### config.mk
export PLATFORM = sky130hd
export DESIGN_NAME = srec_loader
export DESIGN_NICKNAME = d
export VERILOG_FILES = /design/src/rtl/srec_pkg.sv /design/src/rtl/hex_ascii_decoder.sv /design/src/rtl/srec_loader.sv
export SDC_FILE = /design/constraint.sdc
export NUM_CORES = 1
export LEC_CHECK = 0
export ABC_CLOCK_PERIOD_IN_PS = 9950
export BUFFER_PORTS_ARGS = -buffer_cell sky130_fd_sc_hd__buf_4
export CORE_MARGIN = 3
export CORE_UTILIZATION = 63
export DETAILED_ROUTE_END_ITERATION = 12
export GPL_TIMING_DRIVEN = 0
export PLACE_DENSITY = 0.85
export SLEW_MARGIN = 20
export SYNTH_ARGS = -nofsm -noshare
export SYNTH_HDL_FRONTEND = slang
export SYNTH_SLANG_ARGS = --single-unit
### constraint.sdc
create_clock -name clock -period 9.95 [get_ports clock]
set_input_delay 1.99 -clock clock [delete_from_list [all_inputs] [get_ports clock]]
set_output_delay 1.99 -clock clock [all_outputs]
set_load 0.01 [all_outputs]
### src/rtl/srec_pkg.sv
// Shared types and helpers for the Motorola S-record loader.
package srec_pkg;

  typedef enum logic [2:0] {IDLE, TYPE, COUNT, ADDR, DATA, CSUM} state_t;

  localparam logic [7:0] ASCII_S  = 8'h53;
  localparam logic [7:0] ASCII_CR = 8'h0D;
  localparam logic [7:0] ASCII_LF = 8'h0A;

  function automatic logic [2:0] addr_bytes(input logic [3:0] rec_type);
    case (rec_type)
      4'd2, 4'd6, 4'd8: return 3'd3;
      4'd3, 4'd7:       return 3'd4;
      default:          return 3'd2;
    endcase
  endfunction

  function automatic logic writes_mem(input logic [3:0] rec_type);
    return (rec_type == 4'd1) || (rec_type == 4'd2) || (rec_type == 4'd3);
  endfunction

  function automatic logic is_entry(input logic [3:0] rec_type);
    return (rec_type == 4'd7) || (rec_type == 4'd8) || (rec_type == 4'd9);
  endfunction

endpackage

### src/rtl/hex_ascii_decoder.sv
// Combinational ASCII hex digit decoder (0-9, A-F, a-f).
module hex_ascii_decoder (
  input  logic [7:0] ascii,
  output logic [3:0] nibble,
  output logic       hex_ok
);

  always_comb begin
    nibble = 4'd0;
    hex_ok = 1'b0;
    if (ascii >= 8'h30 && ascii <= 8'h39) begin
      nibble = ascii[3:0];
      hex_ok = 1'b1;
    end else if ((ascii >= 8'h41 && ascii <= 8'h46) || (ascii >= 8'h61 && ascii <= 8'h66)) begin
      nibble = ascii[3:0] + 4'd9;
      hex_ok = 1'b1;
    end
  end

endmodule

### src/rtl/srec_loader.sv
// S-record byte-stream parser: issues memory writes, checks checksums, captures entry address.
module srec_loader
  import srec_pkg::*;
#(
  parameter int ADDR_WIDTH  = 32,
  parameter int COUNT_WIDTH = 16
) (
  input  logic                   clock,
  input  logic                   reset,
  input  logic                   rx_valid,
  input  logic [7:0]             rx_byte,
  output logic                   wr_valid,
  output logic [ADDR_WIDTH-1:0]  wr_addr,
  output logic [7:0]             wr_data,
  output logic                   rec_done,
  output logic                   err_checksum,
  output logic                   err_format,
  output logic                   entry_valid,
  output logic [ADDR_WIDTH-1:0]  entry_addr,
  output logic [COUNT_WIDTH-1:0] record_count
);

  function automatic logic [COUNT_WIDTH-1:0] sat_inc(input logic [COUNT_WIDTH-1:0] v);
    return (&v) ? v : v + COUNT_WIDTH'(1);
  endfunction

  state_t                  state;
  logic                    have_hi;
  logic [3:0]              hi_nib;
  logic [3:0]              rec_type;
  logic [7:0]              sum;
  logic [2:0]              addr_left;
  logic [7:0]              data_left;
  logic [31:0]             addr_sh;
  logic [ADDR_WIDTH-1:0]   cur_addr;

  logic [3:0]  nib;
  logic        hex_ok;
  logic [7:0]  byte_val;
  logic [7:0]  hdr_bytes;
  logic [7:0]  sum_final;
  logic [31:0] addr_next;
  logic        type_ok;

  hex_ascii_decoder u_hex (
    .ascii  (rx_byte),
    .nibble (nib),
    .hex_ok (hex_ok)
  );

  assign byte_val  = {hi_nib, nib};
  assign hdr_bytes = {5'd0, addr_bytes(rec_type)} + 8'd1;
  assign sum_final = sum + byte_val;
  assign addr_next = {addr_sh[23:0], byte_val};
  assign type_ok   = (rx_byte >= 8'h30) && (rx_byte <= 8'h39) && (rx_byte != 8'h34);

  always_ff @(posedge clock) begin
    if (reset) begin
      state        <= IDLE;
      have_hi      <= 1'b0;
      wr_valid     <= 1'b0;
      wr_addr      <= '0;
      wr_data      <= '0;
      rec_done     <= 1'b0;
      err_checksum <= 1'b0;
      err_format   <= 1'b0;
      entry_valid  <= 1'b0;
      entry_addr   <= '0;
      record_count <= '0;
    end else begin
      wr_valid     <= 1'b0;
      rec_done     <= 1'b0;
      err_checksum <= 1'b0;
      err_format   <= 1'b0;
      if (rx_valid) begin
        case (state)
          IDLE: if (rx_byte == ASCII_S) state <= TYPE;
          TYPE: begin
            have_hi <= 1'b0;
            if (type_ok) begin
              rec_type <= rx_byte[3:0];
              state    <= COUNT;
            end else begin
              err_format <= 1'b1;
              state      <= IDLE;
            end
          end
          default: begin
            // A stray 'S' inside a record is taken as the start of the next one.
            if (!hex_ok) begin
              err_format <= 1'b1;
              have_hi    <= 1'b0;
              state      <= (rx_byte == ASCII_S) ? TYPE : IDLE;
            end else if (!have_hi) begin
              hi_nib  <= nib;
              have_hi <= 1'b1;
            end else begin
              have_hi <= 1'b0;
              case (state)
                COUNT: begin
                  if (byte_val < hdr_bytes) begin
                    err_format <= 1'b1;
                    state      <= IDLE;
                  end else begin
                    sum       <= byte_val;
                    addr_left <= addr_bytes(rec_type);
                    addr_sh   <= '0;
                    data_left <= byte_val - hdr_bytes;
                    state     <= ADDR;
                  end
                end
                ADDR: begin
                  sum       <= sum_final;
                  addr_sh   <= addr_next;
                  addr_left <= addr_left - 3'd1;
                  if (addr_left == 3'd1) begin
                    cur_addr <= ADDR_WIDTH'(addr_next);
                    state    <= (data_left != 8'd0) ? DATA : CSUM;
                  end
                end
                DATA: begin
                  sum <= sum_final;
                  if (writes_mem(rec_type)) begin
                    wr_valid <= 1'b1;
                    wr_addr  <= cur_addr;
                    wr_data  <= byte_val;
                  end
                  cur_addr  <= cur_addr + ADDR_WIDTH'(1);
                  data_left <= data_left - 8'd1;
                  if (data_left == 8'd1) state <= CSUM;
                end
                CSUM: begin
                  state <= IDLE;
                  if (sum_final == 8'hFF) begin
                    rec_done     <= 1'b1;
                    record_count <= sat_inc(record_count);
                    if (is_entry(rec_type)) begin
                      entry_valid <= 1'b1;
                      entry_addr  <= ADDR_WIDTH'(addr_sh);
                    end
                  end else begin
                    err_checksum <= 1'b1;
                  end
                end
                default: state <= IDLE;
              endcase
            end
          end
        endcase
      end
    end
  end

endmodule

After elaboration in Yosys (flattened, before gate mapping)
Index checks and enable logic that the tools add are counted.
{ "totals": {"ff_bits": 188, "latch_bits": 0, "ram_bits": 0, "romBits": 0, "in_bits": 11, "out_inout_bits": 93, "mem_count": 0} }
{ "op_classes": {"n_addsub": 8, "multipliers": 0, "n_div": 0, "order_cmp": 7, "n_eq_ne": 23, "shift": 0, "n_mux": 38, "n_bitwise": 9, "reduce_logical": 34} }
{ "ops": {"columns": ["operator", "count"], "rows": [
  ["$pmux 32 s2", 2],
  ["$mux 32", 2],
  ["$reduce_and 7->1", 6],
  ["$add 32x1->32 const B", 1],
  ["$pmux 8 s2", 2],
  ["$mux 3", 6],
  ["$pmux 3 s2", 3],
  ["$add 16x1->16 const B", 1],
  ["$ge 8x7->1 const B", 2],
  ["$le 8x7->1 const B", 2],
  ["$mux 8", 2],
  ["$reduce_and 16->1", 1],
  ["$mux 1", 14],
  ["$reduce_or 7->1", 2],
  ["$ne 5x5->1 const B", 2],
  ["$reduce_and 5->1", 2],
  ["$not 1->1", 9],
  ["$pmux 3 s3", 1],
  ["$add 8x8->8", 1],
  ["$eq 4x2->1 const B", 2],
  ["$eq 4x3->1 const B", 2],
  ["$eq 4x4->1 const B", 2],
  ["$eq 8x1->1 const B", 1],
  ["$eq 8x7->1 const B", 1],
  ["29 further kinds", 50]
]} }

Logic depth before layout (Yosys ltp)
Gate-level depths: netlist (run 1).
{ "logic_depth": {"word_depth": 11, "ltp_mapped": 17} }

Cells and area by module
From an unflattened synthesis (run 1), not the netlist that was laid out.
{ "unflattened": {"hier_cells": 989, "area_unflattened_um2": 9331.4} }
{ "modules_own_cells": {"columns": ["module", "n_inst", "cells_each", "area_each_um2", "seq_area_each_um2"], "rows": [
  ["srec_loader", 1, 964, 9127.5, 4674.5],
  ["hex_ascii_decoder", 1, 25, 203.9, 0.0]
]} }

Worst setup path after synthesis (run 1)
Ideal clock, no wire load.
{ "synth_path": {"path_kind": "input -> register", "start": "in rx_byte[1]", "end": "reg addr_left[0] (enable)", "arrival_ps": 6025, "required_time_ps": 9523, "setup_slack_ps": 3498, "cell_stages": 13, "path_buffers": 1, "cell_sequence": "inv_1 > ha_1 > inv_1 > o311ai_1 > and2_0 > clkbuf_1 > nor2_1 > ha_1 > inv_1 > o21ai_0 > nor4_1 > a2111o_1 > nor2_1"} }
{ "synth_between": {"elab_chain_cells": 8, "elab_cells_between_ends": 18, "classes_between": "add/sub: 1; order compare: 7; eq/ne: 1; mux: 4; reduce/logical: 5"} }
{ "synth_rtl": {"columns": ["element", "line", "text"], "rows": [
  ["start: declaration", "srec_loader.sv:11", "input logic [7:0] rx_byte,"],
  ["$ge 8x7->1 / $le 8x7->1 (equally long branches)", "hex_ascii_decoder.sv:14", "end else if ((ascii >= 8'h41 && ascii <= 8'h46) || (ascii >= 8'h61 && ascii <= 8'h66)) begin"],
  ["$logic_and 1x1->1", "hex_ascii_decoder.sv:14", null],
  ["$logic_or 1x1->1", "hex_ascii_decoder.sv:14", null],
  ["$mux 4", "hex_ascii_decoder.sv:14", null],
  ["$mux 4 (*)", "hex_ascii_decoder.sv:11", "if (ascii >= 8'h30 && ascii <= 8'h39) begin"],
  ["net nib[3]", "srec_loader.sv:37", "logic [3:0] nib;"],
  ["$lt 8x4->1 (*)", "srec_loader.sv:101", "if (byte_val < hdr_bytes) begin"],
  ["$ne 2x2->1 (no source line) (*)", null, null],
  ["$reduce_and 7->1 (no source line) (*)", null, null],
  ["end signal: assignment", "srec_loader.sv:106", "addr_left <= addr_bytes(rec_type);"],
  ["end signal: assignment", "srec_loader.sv:115", "addr_left <= addr_left - 3'd1;"],
  ["end: declaration", "srec_loader.sv:32", "logic [2:0] addr_left;"]
]} }
Mark *: on every way through the listed nets, which the timed path passes. The rest lies on a longest branch.
A chain may end at the register's enable or synchronous reset.

Final worst setup path (run 1)
{ "layout_path": {"start": "in rx_byte[1]", "end": "reg entry_addr[1]"} }
{ "layout_between": {"elab_chain_cells": 8, "elab_cells_between_ends": 18, "classes_between": "add/sub: 2; order compare: 6; eq/ne: 1; mux: 4; reduce/logical: 5"} }
{ "layout_rtl": {"columns": ["element", "line", "text"], "rows": [
  ["$ge 8x7->1 / $le 8x7->1 (equally long branches)", "hex_ascii_decoder.sv:14", null],
  ["$logic_and 1x1->1", "hex_ascii_decoder.sv:14", null],
  ["$logic_or 1x1->1", "hex_ascii_decoder.sv:14", null],
  ["$mux 4", "hex_ascii_decoder.sv:14", null],
  ["$mux 4 (*)", "hex_ascii_decoder.sv:11", null],
  ["net nib[0]", "srec_loader.sv:37", null],
  ["$add 8x8->8 (*)", "srec_loader.sv:53", "assign sum_final = sum + byte_val;"],
  ["$eq 8x8->1 (*)", "srec_loader.sv:134", "if (sum_final == 8'hFF) begin"],
  ["$reduce_and 7->1 (no source line) (*)", null, null],
  ["end signal: assignment", "srec_loader.sv:139", "entry_addr <= ADDR_WIDTH'(addr_sh);"],
  ["end: declaration", "srec_loader.sv:19", "output logic [ADDR_WIDTH-1:0] entry_addr,"]
]} }
Marked as above.

==> Implementation_results.wiki, run 1 <==
{| class="wikitable"
! Metric !! Value
|-
| Number of global-route vias before repair || 7242
|-
| Number of buffers created by CTS || 17
|-
| Number of antenna violations at the first check in global routing || 0
|-
| Crit path max fanout || 10
|-
| IO Pins || 104
|-
| Main combinational cell family by area after synthesis || simple AND/OR/NAND/NOR gates
|-
| Synthesis-to-finish area growth || 17.8%
|-
| Die Ht || 125 um
|-
| Post-synth ARST share || 0%
|-
| Net count after synthesis || 954
|-
| Highest-delay cell along the critical path || o311ai_1
|-
| Number of placement rows || 42
|-
| Dpl hpwl || 16.1 mm
|-
| Most instantiated flip-flop cell in the synthesis netlist || dfxtp_1
|-
| Placed cell area || 0.0100 mm^2
|-
| Largest net degree at the start of global routing || 30
|-
| Count of buffering cells on the critical path with inverters included || 5
|-
| Hold-fix buffer count after cts || 0
|-
| Routed Antenna Nets || 0
|-
| Fraction of the mapped netlist area in compound gates || 9.70%
|-
| Cell area power density || 140 mW/mm^2
|-
| Via density || 5.96
|-
| Max-cap viol count || 0
|-
| Die area || 0.0157 mm^2
|-
| Post-synth EDFFs || 91
|-
| Dpl cells || 1201
|-
| Dominant cells by area after synthesis || edfxtp_1 31%, dfxtp_1 22%, nand2_1 5.7%
|-
| CTS tree || done
|-
| Post-synthesis mux area share || 5.23%
|-
| Worst path arrival time || 7.32 ns
|-
| Cell types with the highest counts after synthesis || 137 x nand2_1, 109 x nor2_1, 97 x dfxtp_1
|-
| Most common cell in the synthesized netlist || nand2_1
|-
| Max-slew violation count || 0
|-
| DRC errors left || 0
|-
| CTS HTree Levels || 4
|-
| Overflow left after global routing || 0
|-
| PostCTS Resize Cnt || 0
|-
| Wire length of the first global-routing pass || 35.6 mm
|-
| Netlist Area Pre-Place || 0.00895 mm^2
|-
| Gr usage total || 28.2%
|-
| Count of yosys warnings during synthesis || 0
|-
| Area share of the largest cell type after synthesis || 30.5%
|-
| First DRT Iteration DRCs || 655
|-
| Final Skew || 0.00864 ns
|-
| Share of the yosys chip area belonging to registers || 52.2%
|-
| Distinct cell type count of the synthesized netlist || 61
|-
| Sequence of cells on the critical path || buf_4 > inv_1 > ha_1 > inv_1 > o311ai_1 > nor2_1 > a21oi_1 > inv_1 > ha_1 > fa_1 > a211oi_1 > nor2_1 > xnor2_1 > or4_4 > nor4_4 > buf_6 > mux2i_1 > nor2_1
|-
| Class of the worst hold path || flop to flop
|-
| Cell family with most CP delay || compound AO/OA/AOI/OAI gates
|-
| Path type of the worst setup path || primary input to flop
|-
| Total clock sinks || 188
|-
| Longest individual stage delay on the worst path || 0.75 ns
|-
| Count of buffers from port buffering || 102
|-
| CP Capture Type || flop
|-
| Number of endpoints with negative hold slack in the final report || 0
|-
| Deepest clock path buffer count || 2
|-
| Post-synthesis simple-gate area fraction || 20.3%
|-
| DR vias || 7347
|-
| Final routed wirelength across all metal layers || 22.3 mm
|-
| Count of non-filler cells in the finished layout || 1232
|-
| Synthesized flop and latch total || 188
|-
| Total Power || 1.47 mW
|-
| VDD IR-drop max || 0.122 mV
|-
| Total core area || 0.0136 mm^2
|-
| Starting utilization of the core area || 66.0%
|-
| Final setup violation count || 0
|-
| GP Congestion || 0.883
|-
| Sum Neg Setup Slack || 0 ns
|-
| Arithmetic-cell share of the synthesized area counting full adders, half adders and majority gates || 3.80%
|-
| Fraction of final layout cells sized beyond drive strength 1 || 15.7%
|-
| Diodes inserted || 0
|-
| Required time of the critical path || 10.27 ns
|-
| Highest clock rate || 0.143 GHz
|-
| Final period util || 70.3%
|-
| Clock latency reported for the late side of the worst-skew pair || 0.43 ns
|-
| Synthesized-area fraction occupied by xor and xnor cells || 4.80%
|-
| Final instance area || 0.0105 mm^2
|-
| Share of the core filled with cells || 77.8%
|-
| Transition time at the pin with the least slew margin || 1.00 ns
|-
| Mean post-synth cell area || 9.76 um^2
|-
| Cell taking the most area after synthesis || edfxtp_1
|-
| Horiz. Die Dim || 125 um
|-
| Net count of the finished layout || 1081
|-
| Sort of element at the start of the critical path || primary input
|-
| Relative slew margins || 32.5%
|-
| Leakage power summed over all cells || 3.99 nW
|-
| Min cycle time layout || 7.00 ns
|-
| Root buf cell || clkbuf_16
|-
| DR WL/cell || 18.1 um
|-
| Run status || completed
|-
| Clock slew seen by the registers of the worst setup and hold paths || 0.07 ns
|-
| Number of detailed-route iterations in the first pass || 6
|-
| Cells after synthesis || 917
|-
| Setup fix buffers added after clock tree synthesis || 0
|-
| Unrepaired setup endpoints after global routing || no
|}
[layout by cell type, fill, tap and decap left out, drive strengths merged, types with 7 or more instances in the layout]
master	instances
a211oi	7
a21o	10
a21oi	63
and2	32
and3	14
buf	115
clkbuf	58
dfxtp	97
edfxtp	91
ha	24
inv	36
mux2i	40
nand2	137
nand2b	7
nand3	18
nand4	10
nor2	109
nor2b	8
nor3	18
nor4	7
o21ai	50
xnor2	30
xor2	19
[layer usage]
metal	vias up	GRT usage [%]	routed length, um	part of all wire (%)
met3	59	4.95	1580	7.1
met4	0	12.4	696	3.1
met1	3525	33.8	8590	39
met2	356	49.8	11400	51
li1	3407	-	-	-
met5	-	0	0	0
[sequential cells by signal, summed over array words and instances, names as in the netlist, 3 cells and up]
name / cells
sum: 8
cur_addr: 32
record_count: 16
state: 3
entry_addr: 32
wr_addr: 32
wr_data: 8
addr_left: 3
rec_type: 4
data_left: 8
hi_nib: 4
addr_sh: 32
[power by group]
group / leakage (nW) / total (mW) / internal [mW] / switching (mW)
Clock: 0.266 / 0.635 / 0.335 / 0.300
Sequential: 1.59 / 0.804 / 0.804 / 0.0000112
Combinational: 2.13 / 0.0339 / 0.0113 / 0.0226
Total: 3.99 / 1.47 / 1.15 / 0.322
[layout make-up]
type	count	area [um^2]
Tap cell	176	220
Buffer	46	238
Multi-Input combinational cell	652	3940
Fill cell	923	3010
Sequential cell	188	4670
Inverter	31	116
Timing Repair Buffer	108	818
Clock inverter	12	85.1
Clock buffer	19	454
[final timing paths]
check	startpoint	to	slack, ns	cells past startpoint
worst min register to register	wr_addr[14]	wr_addr[14]	0.46	2
worst min-delay path	wr_addr[14]	wr_addr[14]	0.46	2
worst max-delay path	rx_byte[1]	entry_addr[1]	2.95	18
worst max register to register	rec_type[2]	sum[4]	6.06	9
[worst min-delay path, delay by kind of cell (launching register included)]
family / cells / cell delay (ns)
AOI/OAI and AO/OA: 1 / 0.05
DFF: 1 / 0.31
and+or+nand+nor: 1 / 0.05
[metrics by stage]
stage | hold slack, ns | worst slack, ns
2_1_floorplan | 0.456 | 3.50
3_3_place_gp | 0.444 | 1.92
3_5_place_dp | 0.450 | 2.67
4_1_cts | 0.460 | 3.08
5_1_grt | 0.479 | 2.75
6_report | 0.459 | 2.95
[kinds of logic (layout without fill, tap and decap cells)]
kind of cell               count (synthesis)  count (layout)
AOI/OAI and AO/OA                        150             150
muxes                                     46              46
xor gates and xnor gates                  49              49
DFF                                      188             188
buffers and inverters                     77             216
adders and majority gates                 26              26
and+or+nand+nor                          381             381
(Power assumes the default switching activity.)
==> inputs of run 2 (changes only) <==
ABC_CLOCK_PERIOD_IN_PS = 6600   (was 9950)
CORE_UTILIZATION = 59   (was 63)
PLACE_DENSITY = 0.81   (was 0.85)
clock period = 6.6 ns   (was 9.95 ns; I/O delays follow)
==> Implementation_results.wiki, run 2 (same netlist as run 1, synthesis figures left out) <==
{| class="wikitable"
! Metric !! Value
|-
| Most common library cell in the layout ignoring fill and taps || nand2_1
|-
| Net count of the finished layout || 1082
|-
| Path type of the worst setup path || primary input to flop
|-
| Root buf cell || clkbuf_16
|-
| Horiz. Die Dim || 129 um
|-
| Final routed wirelength across all metal layers || 21.8 mm
|-
| DR WL/cell || 17.5 um
|-
| Number of antenna violations at the first check in global routing || 0
|-
| Clock latency reported for the late side of the worst-skew pair || 0.44 ns
|-
| Max-cap viol count || 0
|-
| Number of detailed-route iterations in the first pass || 6
|-
| Gr usage total || 26.5%
|-
| Final setup slack of the worst path || 0.471 ns
|-
| Die area || 0.0167 mm^2
|-
| Synthesis-to-finish area growth || 17.9%
|-
| Transition time at the pin with the least slew margin || 1.01 ns
|-
| Dpl cells || 1210
|-
| Logic pwr share || 2.3%
|-
| Required time of the critical path || 6.91 ns
|-
| Overflow left after global routing || 0
|-
| Final Skew || 0.00716 ns
|-
| Unrepaired setup endpoints after global routing || no
|-
| Min cycle time layout || 6.13 ns
|-
| PostCTS Resize Cnt || 0
|-
| Largest net degree at the start of global routing || 20
|-
| Number of placement rows || 44
|-
| Dpl hpwl || 16.2 mm
|-
| Relative slew margins || 32.0%
|-
| Most frequent cells in the layout || 137 x nand2_1, 108 x nor2_1, 106 x buf_4, 97 x dfxtp_1, 91 x edfxtp_1
|-
| Deepest clock path buffer count || 2
|-
| CP Capture Type || flop
|-
| GP Congestion || 0.903
|-
| First DRT Iteration DRCs || 735
|-
| Number of global-route vias before repair || 6797
|-
| Final period util || 92.9%
|-
| Count of non-filler cells in the finished layout || 1242
|-
| Max-slew violation count || 0
|-
| Wire length of the first global-routing pass || 34.3 mm
|-
| Via density || 5.77
|-
| Hold-fix buffer count after cts || 0
|-
| Total clock sinks || 188
|-
| Die Ht || 129 um
|-
| CTS HTree Levels || 4
|-
| Worst-case setup slack after placement || 0.0766 ns
|-
| Crit path max fanout || 10
|-
| Clock share of power || 42.5%
|-
| VDD IR-drop max || 0.197 mV
|-
| Cell area power density || 208 mW/mm^2
|-
| DRC errors left || 0
|-
| Highest clock rate || 0.163 GHz
|-
| CTS tree || done
|-
| Final setup violation count || 0
|-
| Run status || completed
|-
| Clock slew seen by the registers of the worst setup and hold paths || 0.07 ns
|-
| Setup fix buffers added after clock tree synthesis || 0
|-
| Diodes inserted || 0
|-
| Leakage power summed over all cells || 3.98 nW
|-
| Starting utilization of the core area || 60.9%
|-
| Worst path arrival time || 6.44 ns
|-
| Fraction of final layout cells sized beyond drive strength 1 || 15.9%
|-
| IO Pins || 104
|-
| Number of endpoints with negative hold slack in the final report || 0
|-
| Count of buffers from port buffering || 102
|-
| Class of the worst hold path || flop to flop
|-
| Internal power summed over all cells || 1.71 mW
|-
| Total core area || 0.0147 mm^2
|-
| Sort of element at the start of the critical path || primary input
|-
| Net switching fraction of the power || 22.1%
|-
| Switching power total || 0.484 mW
|-
| Number of buffers created by CTS || 17
|-
| Routed Antenna Nets || 0
|-
| DR vias || 7167
|-
| Part of the power in registers || 55.2%
|}
-- run 2: power groups by stage --
stage	Clock, mW	Sequential, mW	Combinational [mW]
global placement	0	1.24	0.0484
CTS	0.940	1.21	0.0498
global route	0.980	1.21	0.0555
finish	0.933	1.21	0.0504
floorplan	0	1.24	0.0303
detailed placement	0	1.24	0.0496
-- run 2: path summary, 6_finish.rpt --
path | startpoint | end | slack (ns) | cells after the start
min | wr_addr[26] | wr_addr[26] | 0.45 | 2
max reg2reg | rec_type[3] | sum[5] | 2.65 | 9
max | rx_byte[1] | entry_addr[31] | 0.47 | 18
min reg2reg | wr_addr[26] | wr_addr[26] | 0.45 | 2
-- run 2: routing by layer --
metal | up-vias | wire, um | global-route usage, %
li1 | 3425 | - | -
met1 | 3395 | 9140 | 34.0
met2 | 296 | 10700 | 44.7
met3 | 51 | 1340 | 4.74
met4 | 0 | 624 | 10.2
met5 | - | 0 | 0
-- run 2: per-stage QoR --
stage	power, mW	hold slack, ns	area, um^2	util [%]	TNS, ns
4_1_cts	2.20	0.458	10500	71.8	0
3_3_place_gp	1.29	0.443	9940	67.6	-46.07
6_report	2.20	0.455	10500	71.8	0
2_1_floorplan	1.27	0.456	8950	-	0
3_5_place_dp	1.29	0.448	10000	68.2	0
5_1_grt	2.25	0.474	10500	71.8	0
-- run 2: final cells by class --
| type | count | area (um^2) |
|---|---|---|
| clock inverters | 13 | 90.1 |
| clock buffers | 19 | 433 |
| repair buffers | 109 | 828 |
| fillers | 1115 | 4150 |
| plain buffers | 46 | 238 |
| flip-flops and latches | 188 | 4670 |
| inverters | 31 | 116 |
| multi-input cells | 652 | 3940 |
| well taps | 184 | 230 |
-- run 2: worst max-delay path, stage by stage --
cell	delay, ns
buf_4	0.13
inv_1	0.07
ha_1	0.19
inv_1	0.05
o311ai_1	0.70
nor2_1	0.07
a21oi_1	0.63
inv_1	0.15
ha_1	0.27
fa_1	0.42
a211oi_1	0.31
nor2_1	0.10
xnor2_1	0.16
or4_4	0.58
nor4_4	0.73
buf_6	0.28
mux2i_1	0.21
nor2_1	0.05
